===== config.mk =====
export PLATFORM = sky130hd
export DESIGN_NAME = frame_parser_flat
export DESIGN_NICKNAME = d
export VERILOG_FILES = /design/src/rtl/frame_parser_if.sv /design/src/rtl/frame_parser.sv /design/src/flat_wrapper.sv
export SDC_FILE = /design/constraint.sdc
export NUM_CORES = 1
export LEC_CHECK = 0
export ABC_AREA = 1
export CAP_MARGIN = 30
export CORE_AREA = 3 3 187 189
export CTS_CLUSTER_SIZE = 14
export DETAILED_ROUTE_END_ITERATION = 6
export DIE_AREA = 0 0 190 192
export GPL_TIMING_DRIVEN = 0
export PLACE_DENSITY_LB_ADDON = 0.25
export SLEW_MARGIN = 20
export SYNTH_ARGS = -nofsm -noshare
export SYNTH_HDL_FRONTEND = slang
export SYNTH_SLANG_ARGS = --single-unit
export TNS_END_PERCENT = 20

===== constraint.sdc =====
create_clock -name clk -period 4.3 [get_ports clk]
set_input_delay 1.075 -clock clk [delete_from_list [all_inputs] [get_ports clk]]
set_output_delay 1.075 -clock clk [all_outputs]
set_load 0.02 [all_outputs]

===== src/rtl/frame_parser_if.sv =====
// Byte-stream receive port and parsed-frame result bus of the frame parser.
// The master side feeds bytes and observes results; the slave side is the parser.
interface frame_parser_if;
   logic [7:0]   rx_data;
   logic         rx_valid;
   logic [7:0]   cmd;
   logic         valid;
   logic [127:0] uid_bytes_flat;
   logic [7:0]   uid_len;
   logic         frame_err;
   logic [1:0]   err_code;
   logic         busy;

   modport master (
      output rx_data, rx_valid,
      input  cmd, valid, uid_bytes_flat, uid_len, frame_err, err_code, busy
   );

   modport slave (
      input  rx_data, rx_valid,
      output cmd, valid, uid_bytes_flat, uid_len, frame_err, err_code, busy
   );
endinterface


===== src/rtl/frame_parser.sv =====
// Parses SOF/CMD/LEN/payload/CHK frames from a byte stream, checking the XOR
// checksum, payload length and inter-byte timeout; results publish only on good frames.
module frame_parser #(
   parameter logic [7:0]  SOF_BYTE       = 8'hA5,
   parameter int unsigned MAX_LEN        = 16,
   parameter int unsigned TIMEOUT_CYCLES = 1000
) (
   input logic           clk,
   input logic           rst,
   frame_parser_if.slave bus
);

   localparam int unsigned     TW        = $clog2(TIMEOUT_CYCLES + 1);
   localparam logic [TW-1:0]   TMO_LIMIT = TW'(TIMEOUT_CYCLES);
   localparam logic [TW-1:0]   TMO_ONE   = TW'(1);
   localparam logic [7:0]      MAX_LEN_B = 8'(MAX_LEN);

   typedef enum logic [2:0] {
      S_IDLE,
      S_CMD,
      S_LEN,
      S_PAYLOAD,
      S_CHK
   } state_e;

   state_e           state_q;
   logic [7:0]       cmd_sh_q;
   logic [7:0]       len_sh_q;
   logic [7:0]       chk_q;
   logic [15:0][7:0] buf_q;
   logic [3:0]       idx_q;
   logic [TW-1:0]    tmo_q;

   logic [7:0]       cmd_q;
   logic [7:0]       uid_len_q;
   logic [127:0]     uid_q;
   logic             valid_q;
   logic             err_q;
   logic [1:0]       err_code_q;

   logic [7:0]       rx_byte;
   logic             last_payload;

   assign rx_byte      = bus.rx_data;
   assign last_payload = ({4'd0, idx_q} == (len_sh_q - 8'd1));

   // NOTE: every register here is assigned with <= so all updates in this block
   // see the pre-edge values; a blocking = would leak new values into later reads.
   always_ff @(posedge clk) begin
      if (rst) begin
         state_q    <= S_IDLE;
         cmd_sh_q   <= '0;
         len_sh_q   <= '0;
         chk_q      <= '0;
         // NOTE: the shadow payload buffer is reset as well, so no bytes from a
         // frame cut short by reset can ever reach uid_bytes_flat.
         buf_q      <= '0;
         idx_q      <= '0;
         tmo_q      <= '0;
         cmd_q      <= '0;
         uid_len_q  <= '0;
         uid_q      <= '0;
         valid_q    <= 1'b0;
         err_q      <= 1'b0;
         err_code_q <= 2'd0;
      end else begin
         valid_q <= 1'b0;
         err_q   <= 1'b0;

         if (state_q == S_IDLE || bus.rx_valid) begin
            tmo_q <= '0;
         end else begin
            tmo_q <= tmo_q + TMO_ONE;
         end

         // Timeout wins over a byte landing in the same cycle; that byte is dropped.
         if (state_q != S_IDLE && tmo_q == TMO_LIMIT) begin
            state_q    <= S_IDLE;
            err_q      <= 1'b1;
            err_code_q <= 2'd3;
         end else if (bus.rx_valid) begin
            unique case (state_q)
               S_IDLE: begin
                  if (rx_byte == SOF_BYTE) begin
                     state_q <= S_CMD;
                  end
               end
               S_CMD: begin
                  cmd_sh_q <= rx_byte;
                  chk_q    <= rx_byte;
                  buf_q    <= '0;
                  state_q  <= S_LEN;
               end
               S_LEN: begin
                  len_sh_q <= rx_byte;
                  chk_q    <= chk_q ^ rx_byte;
                  idx_q    <= '0;
                  if (rx_byte > MAX_LEN_B) begin
                     state_q    <= S_IDLE;
                     err_q      <= 1'b1;
                     err_code_q <= 2'd2;
                  end else if (rx_byte == 8'd0) begin
                     state_q <= S_CHK;
                  end else begin
                     state_q <= S_PAYLOAD;
                  end
               end
               S_PAYLOAD: begin
                  buf_q[idx_q] <= rx_byte;
                  chk_q        <= chk_q ^ rx_byte;
                  idx_q        <= idx_q + 4'd1;
                  if (last_payload) begin
                     state_q <= S_CHK;
                  end
               end
               S_CHK: begin
                  if (rx_byte == chk_q) begin
                     valid_q   <= 1'b1;
                     cmd_q     <= cmd_sh_q;
                     uid_len_q <= len_sh_q;
                     uid_q     <= buf_q;
                  end else begin
                     err_q      <= 1'b1;
                     err_code_q <= 2'd1;
                  end
                  state_q <= S_IDLE;
               end
               default: state_q <= S_IDLE;
            endcase
         end
      end
   end

   assign bus.cmd            = cmd_q;
   assign bus.valid          = valid_q;
   assign bus.uid_bytes_flat = uid_q;
   assign bus.uid_len        = uid_len_q;
   assign bus.frame_err      = err_q;
   assign bus.err_code       = err_code_q;
   assign bus.busy           = (state_q != S_IDLE);

endmodule

===== src/flat_wrapper.sv =====
// flat-port wrapper written by rule: the top's interface ports become plain ports
module frame_parser_flat 
#(
   parameter logic [7:0]  SOF_BYTE       = 8'hA5,
   parameter int unsigned MAX_LEN        = 16,
   parameter int unsigned TIMEOUT_CYCLES = 1000
)
  (clk, rst, bus_rx_data, bus_rx_valid, bus_cmd, bus_valid, bus_uid_bytes_flat, bus_uid_len, bus_frame_err, bus_err_code, bus_busy);
  frame_parser_if bus_i ();
  input logic clk;
  input logic rst;
  input wire logic [$bits(bus_i.rx_data)-1:0] bus_rx_data;
  input wire logic [$bits(bus_i.rx_valid)-1:0] bus_rx_valid;
  output wire logic [$bits(bus_i.cmd)-1:0] bus_cmd;
  output wire logic [$bits(bus_i.valid)-1:0] bus_valid;
  output wire logic [$bits(bus_i.uid_bytes_flat)-1:0] bus_uid_bytes_flat;
  output wire logic [$bits(bus_i.uid_len)-1:0] bus_uid_len;
  output wire logic [$bits(bus_i.frame_err)-1:0] bus_frame_err;
  output wire logic [$bits(bus_i.err_code)-1:0] bus_err_code;
  output wire logic [$bits(bus_i.busy)-1:0] bus_busy;
  assign bus_i.rx_data = bus_rx_data;
  assign bus_i.rx_valid = bus_rx_valid;
  assign bus_cmd = bus_i.cmd;
  assign bus_valid = bus_i.valid;
  assign bus_uid_bytes_flat = bus_i.uid_bytes_flat;
  assign bus_uid_len = bus_i.uid_len;
  assign bus_frame_err = bus_i.frame_err;
  assign bus_err_code = bus_i.err_code;
  assign bus_busy = bus_i.busy;
  frame_parser #(.SOF_BYTE(SOF_BYTE), .MAX_LEN(MAX_LEN), .TIMEOUT_CYCLES(TIMEOUT_CYCLES)) u_core (.clk(clk), .rst(rst), .bus(bus_i));
endmodule

## After elaboration in Yosys (flattened, before gate mapping)

Index checks and enable logic that the tools add are counted.

| word-level totals | value |
|---|---|
| word-level logic and storage cells | 95 |
| input bits | 11 |
| flip-flop bits (word level) | 317 |

| operators by class | value |
|---|---|
| equal/unequal tests | 12 |
| multiplexer cells | 22 |
| reduce and logical (&&, ||, !) cells | 23 |
| magnitude comparators | 3 |
| add/sub/neg operators | 3 |
| bitwise operators | 4 |

Operators with widths:

| kind | count |
|---|---|
| one-hot mux 128 bit (2 select lines) | 1 |
| bitwise mux 128 bit | 1 |
| demux 8 bit (select 4 bit) | 1 |
| AND reduction 3 bit | 6 |
| one-hot mux 8 bit (2 select lines) | 1 |
| two-way mux 3 bit | 4 |
| one-hot mux 3 bit (4 select lines) | 1 |
| adder 10 x 1 -> 10 bit, second input constant | 1 |
| equality test 10 bit, second input constant | 1 |
| equality test 4 x 8 -> 1 bit | 1 |
| equality test 8 bit | 1 |
| equality test 8 bit, second input constant | 1 |
| greater-than comparator 8 x 5 -> 1 bit, second input constant | 1 |
| logical NOT 8 bit | 1 |
| two-way mux 2 bit | 4 |
| two-way mux 8 bit | 1 |
| one-hot mux 4 bit (2 select lines) | 1 |
| AND reduction 4 bit | 2 |
| nonzero test 2 bit | 4 |
| subtractor 8 x 1 -> 8 bit, second input constant | 1 |
| XOR 8 bit | 1 |
| equality test 3 x 2 -> 1 bit, second input constant | 2 |
| nonzero test 3 bit | 2 |
| OR reduction 2 bit | 3 |
| 17 further kinds | 24 |

## Depth between registers and ports, before layout

| logic depth | value |
|---|---|
| word-level depth | 6 |
| mapped depth | 14 |
| depth with buffers taken out | 14 |

## Worst setup path after synthesis

OpenSTA, ideal clock, no wires.

| timing path | value |
|---|---|
| path type | input port to flip-flop |
| start point | input bus_rx_data[6] |
| end point | register u_core.cmd_q[4], in the netlist u_core.bus.cmd[4] |
| setup time | 116 ps |
| arrival | 2356 ps |
| cell stages on the path | 10 |
| slack | 1829 ps |
| data required time | 4184 ps |
| buffers on the path | 4 |
| path through | clkbuf_1 -> xnor2_1 -> nand2_1 -> nor2_1 -> nand4_2 -> buf_6 -> buf_6 -> buf_2 -> o21ai_0 -> nor2_1 |

| on the way | value |
|---|---|
| longest elaborated chain between the ends | 2 |

Ends and longest elaborated chain:

| what | line | text |
|---|---|---|
| start, declared | flat_wrapper.sv:12 | `input wire logic [$bits(bus_i.rx_data)-1:0] bus_rx_data;` |
| equality test 8 bit | frame_parser.sv:117 | `if (rx_byte == chk_q) begin` |
| AND reduction 4 bit (no line) | - |  |
| end signal, assigned | frame_parser.sv:119 | `cmd_q <= cmd_sh_q;` |
| end, declared | frame_parser.sv:34 | `logic [7:0] cmd_q;` |

No other way between the ends.
A chain may end at the register's enable or synchronous reset.

## Final worst setup path

| timing path | value |
|---|---|
| start point | input bus_rx_data[0] |
| end point | register u_core.uid_q[119], in the netlist u_core.bus.uid_bytes_flat[119] |

| on the way | value |
|---|---|
| longest elaborated chain between the ends | 2 |

Ends and longest elaborated chain:

| what | line | text |
|---|---|---|
| equality test 8 bit | frame_parser.sv:117 |  |
| AND reduction 4 bit (no line) | - |  |
| end signal, assigned | frame_parser.sv:121 | `uid_q <= buf_q;` |
| end, declared | frame_parser.sv:36 | `logic [127:0] uid_q;` |

No other way between the ends.

==> metrics <==
Peak VDD IR 0.000444 V; Setup crit end kind flip-flop; Die W ~190 um; launch point of the worst reg-to-reg path u_core.state_q[0]$_SDFFE_PP0P_; IO Pins 160; Setup violations, final 0; largest fanout on the critical path 10; biggest area consumer among synthesized cells dfxtp_1; yosys warns 0; Layout fillers 3,346; top cell type's share of synthesized area ~53%; worst setup path startpoint bus_rx_data[0]; sequential element share of the synthesized area between 50% and 60%; WL/cell ~16 um; nets 1,777; CTS H-tree lvls 2; Seq cells post-synth 317; crit path kind input port to flip-flop; DRT Pass-1 Iters 5; arrival time of the worst setup path approximately 3400 ps; Mapped Area around 12,000 um2; Final ANT Viol Nets 0; global-route wire length before repair 55,800 um; mux cell area share after synthesis 0%; Max-Cap Viols 0; post-synthesis adder-cell area fraction 0.733%; area delta synth->final 27.8%; Post-Synth XOR/XNOR Area 0.806%; CTS sink cnt 317; final worst path period share 69.1%; setup TNS 0 ps; Antenna diodes 0; status complete, no violations; asr flop ratio synth 0%; CTS tree yes; post-CTS setup-driven buffer insertion count 0; site row count 67; Leak Pwr 5.36 nW; antenna violations before repair 0; Max Buffers Root-to-Sink 3; CTS Hold Buffers Added 0; Fmax between 300 and 400 MHz; clk slew on worst S/H paths approximately 60 ps; Pwr Total approximately 7 mW; Most used DFF post-synth dfxtp_1; most frequent cells after synthesis nand2_1, nor2_1, dfxtp_1; post-CTS sizing 0; Die H 192 um; EDFF count, synth 0; CP Launch Type input port; largest family of logic cells by synthesized area simple AND/OR/NAND/NOR gates; gr usage total about a fifth; DRC viols 0; Synth Area in Compound Gates between 15 and 20%; layout cells sized above 1 6.88%; Mapped Cells around 1,600; initial DRC count a little over 800; RSZ-0062 raised after global routing no; post-detail-place hpwl 25,300 um; root buffer cell clkbuf_16; final wirelength 35,800 um; Tmin final 2970 ps; main area contributors after synthesis dfxtp_1, nand2_1, nor2_1; hold wc startpoint u_core.buf_q[54]$_SDFFE_PP0P_; total nets after synthesis 1,582; Hold Vio Cnt, Final 0; vias per cell 4.84; Vias ~11,000; post-synthesis simple-gate area fraction between 20% and 30%; Core Box Area 33,400 um2; number of global-route vias before repair 10,300; TritonCTS Buffers 36; Req. time, crit path approximately 4700 ps; Hold Crit Class flip-flop to flip-flop; Yosys cell types 33; full die area 36,500 um2; grt total ovfl 0; cell area power density 461 nW/um2; initial core utilization 35.7%; Mapped Avg Cell Area 7.64 um2; dominant cell by count in the synthesized netlist nand2_1; clock skew 15.9 ps; port buffer count 157; Pins Over Slew Limit 0; actual slew at the worst max-slew pin 927 ps; largest net degree at the start of global routing 14; RePlAce Congestion 0.846; Worst-Skew Late Latency 520 ps; Max-slew headroom around two fifths
==> layout by cell type (no fill, tap or decap), types with 9 or more instances in the layout <==
cell,count
a21oi_1,162
buf_2,22
clkbuf_1,54
clkbuf_16,37
clkdlybuf4s50_1,157
dfxtp_1,317
inv_1,50
nand2_1,340
nand3_1,24
nor2_1,338
nor2_4,11
o211ai_2,9
o21ai_0,152
o21ai_1,22
==> flip-flops by register name, summed over array words and instances, names as in the netlist <==
name / count
u_core.bus.uid_len: 8
u_core.len_sh_q: 8
u_core.cmd_sh_q: 8
u_core.tmo_q: 10
u_core.bus.err_code: 2
u_core.state_q: 3
u_core.bus.uid_bytes_flat: 128
u_core.bus.frame_err: 1
u_core.buf_q: 128
u_core.idx_q: 4
u_core.bus.cmd: 8
u_core.bus.valid: 1
u_core.chk_q: 8
==> stage by stage <==
stage | std cells | worst slack [ps] | util, % | area [um2] | hold slack, ps
after global placement | 2169 | 828 | 42.1 | 14100 | 444
after detailed placement | 2169 | 851 | 42.1 | 14100 | 450
after CTS | 2235 | 1380 | 45.6 | 15300 | 459
after global routing | 2235 | 1180 | 45.6 | 15300 | 470
after floorplan | 1564 | 1830 | - | 11900 | 430
final | 2235 | 1330 | 45.6 | 15300 | 457
==> worst paths after layout <==
kind                                                       to  slack (ps)  depth (start not counted)
setup / recovery  u_core.bus.uid_bytes_flat[119]$_SDFFE_PP0P_        1330                          9
hold reg to reg                 u_core.buf_q[54]$_SDFFE_PP0P_         460                          2
setup reg to reg                u_core.buf_q[50]$_SDFFE_PP0P_        1950                          9
hold / removal                  u_core.buf_q[54]$_SDFFE_PP0P_         460                          2
==> power breakdown <==
group	internal (mW)	total, mW	switching, mW
Sequential	3.01	3.08	0.0682
Combinational	0.272	0.913	0.641
Clock	1.84	3.04	1.19
Total	5.13	7.03	1.90
==> final cells by class <==
class	instances	area, um2	area share (%)
clock buffer	54	1070	7.01
clock inverter	12	118	0.770
multi-input combinational	1109	4990	32.7
tap	448	561	3.67
inverter	55	209	1.37
timing repair buffer	157	1570	10.3
buffer	83	399	2.61
sequential	317	6350	41.6
==> logic make-up after synthesis <==
group | Yosys count
simple gates | 737
compound gates | 354
flops | 317
buf+inv | 138
xor+xnor | 11
fa+ha+maj | 7
==> per-layer routing <==
layer  part of all wire (%)  track usage [%]  up-vias  routed length [um]
li1                       -                -     5445                   -
met1                     44             25.3     5004               15900
met2                     46             31.8      300               16700
met3                    6.5             4.00       70                2310
met4                    2.8             6.03        0                 992
met5                      0                0        -                   0
==> critical path, cell delays in order <==
cell and delay (ps):
clkdlybuf4s50_1 530, xnor2_1 280, nand2_1 90, nor2_1 200, nand4_2 260, buf_6 260, clkbuf_1 220, o21ai_0 360
nor2_1 80
Power figures use the tool's default switching activity.
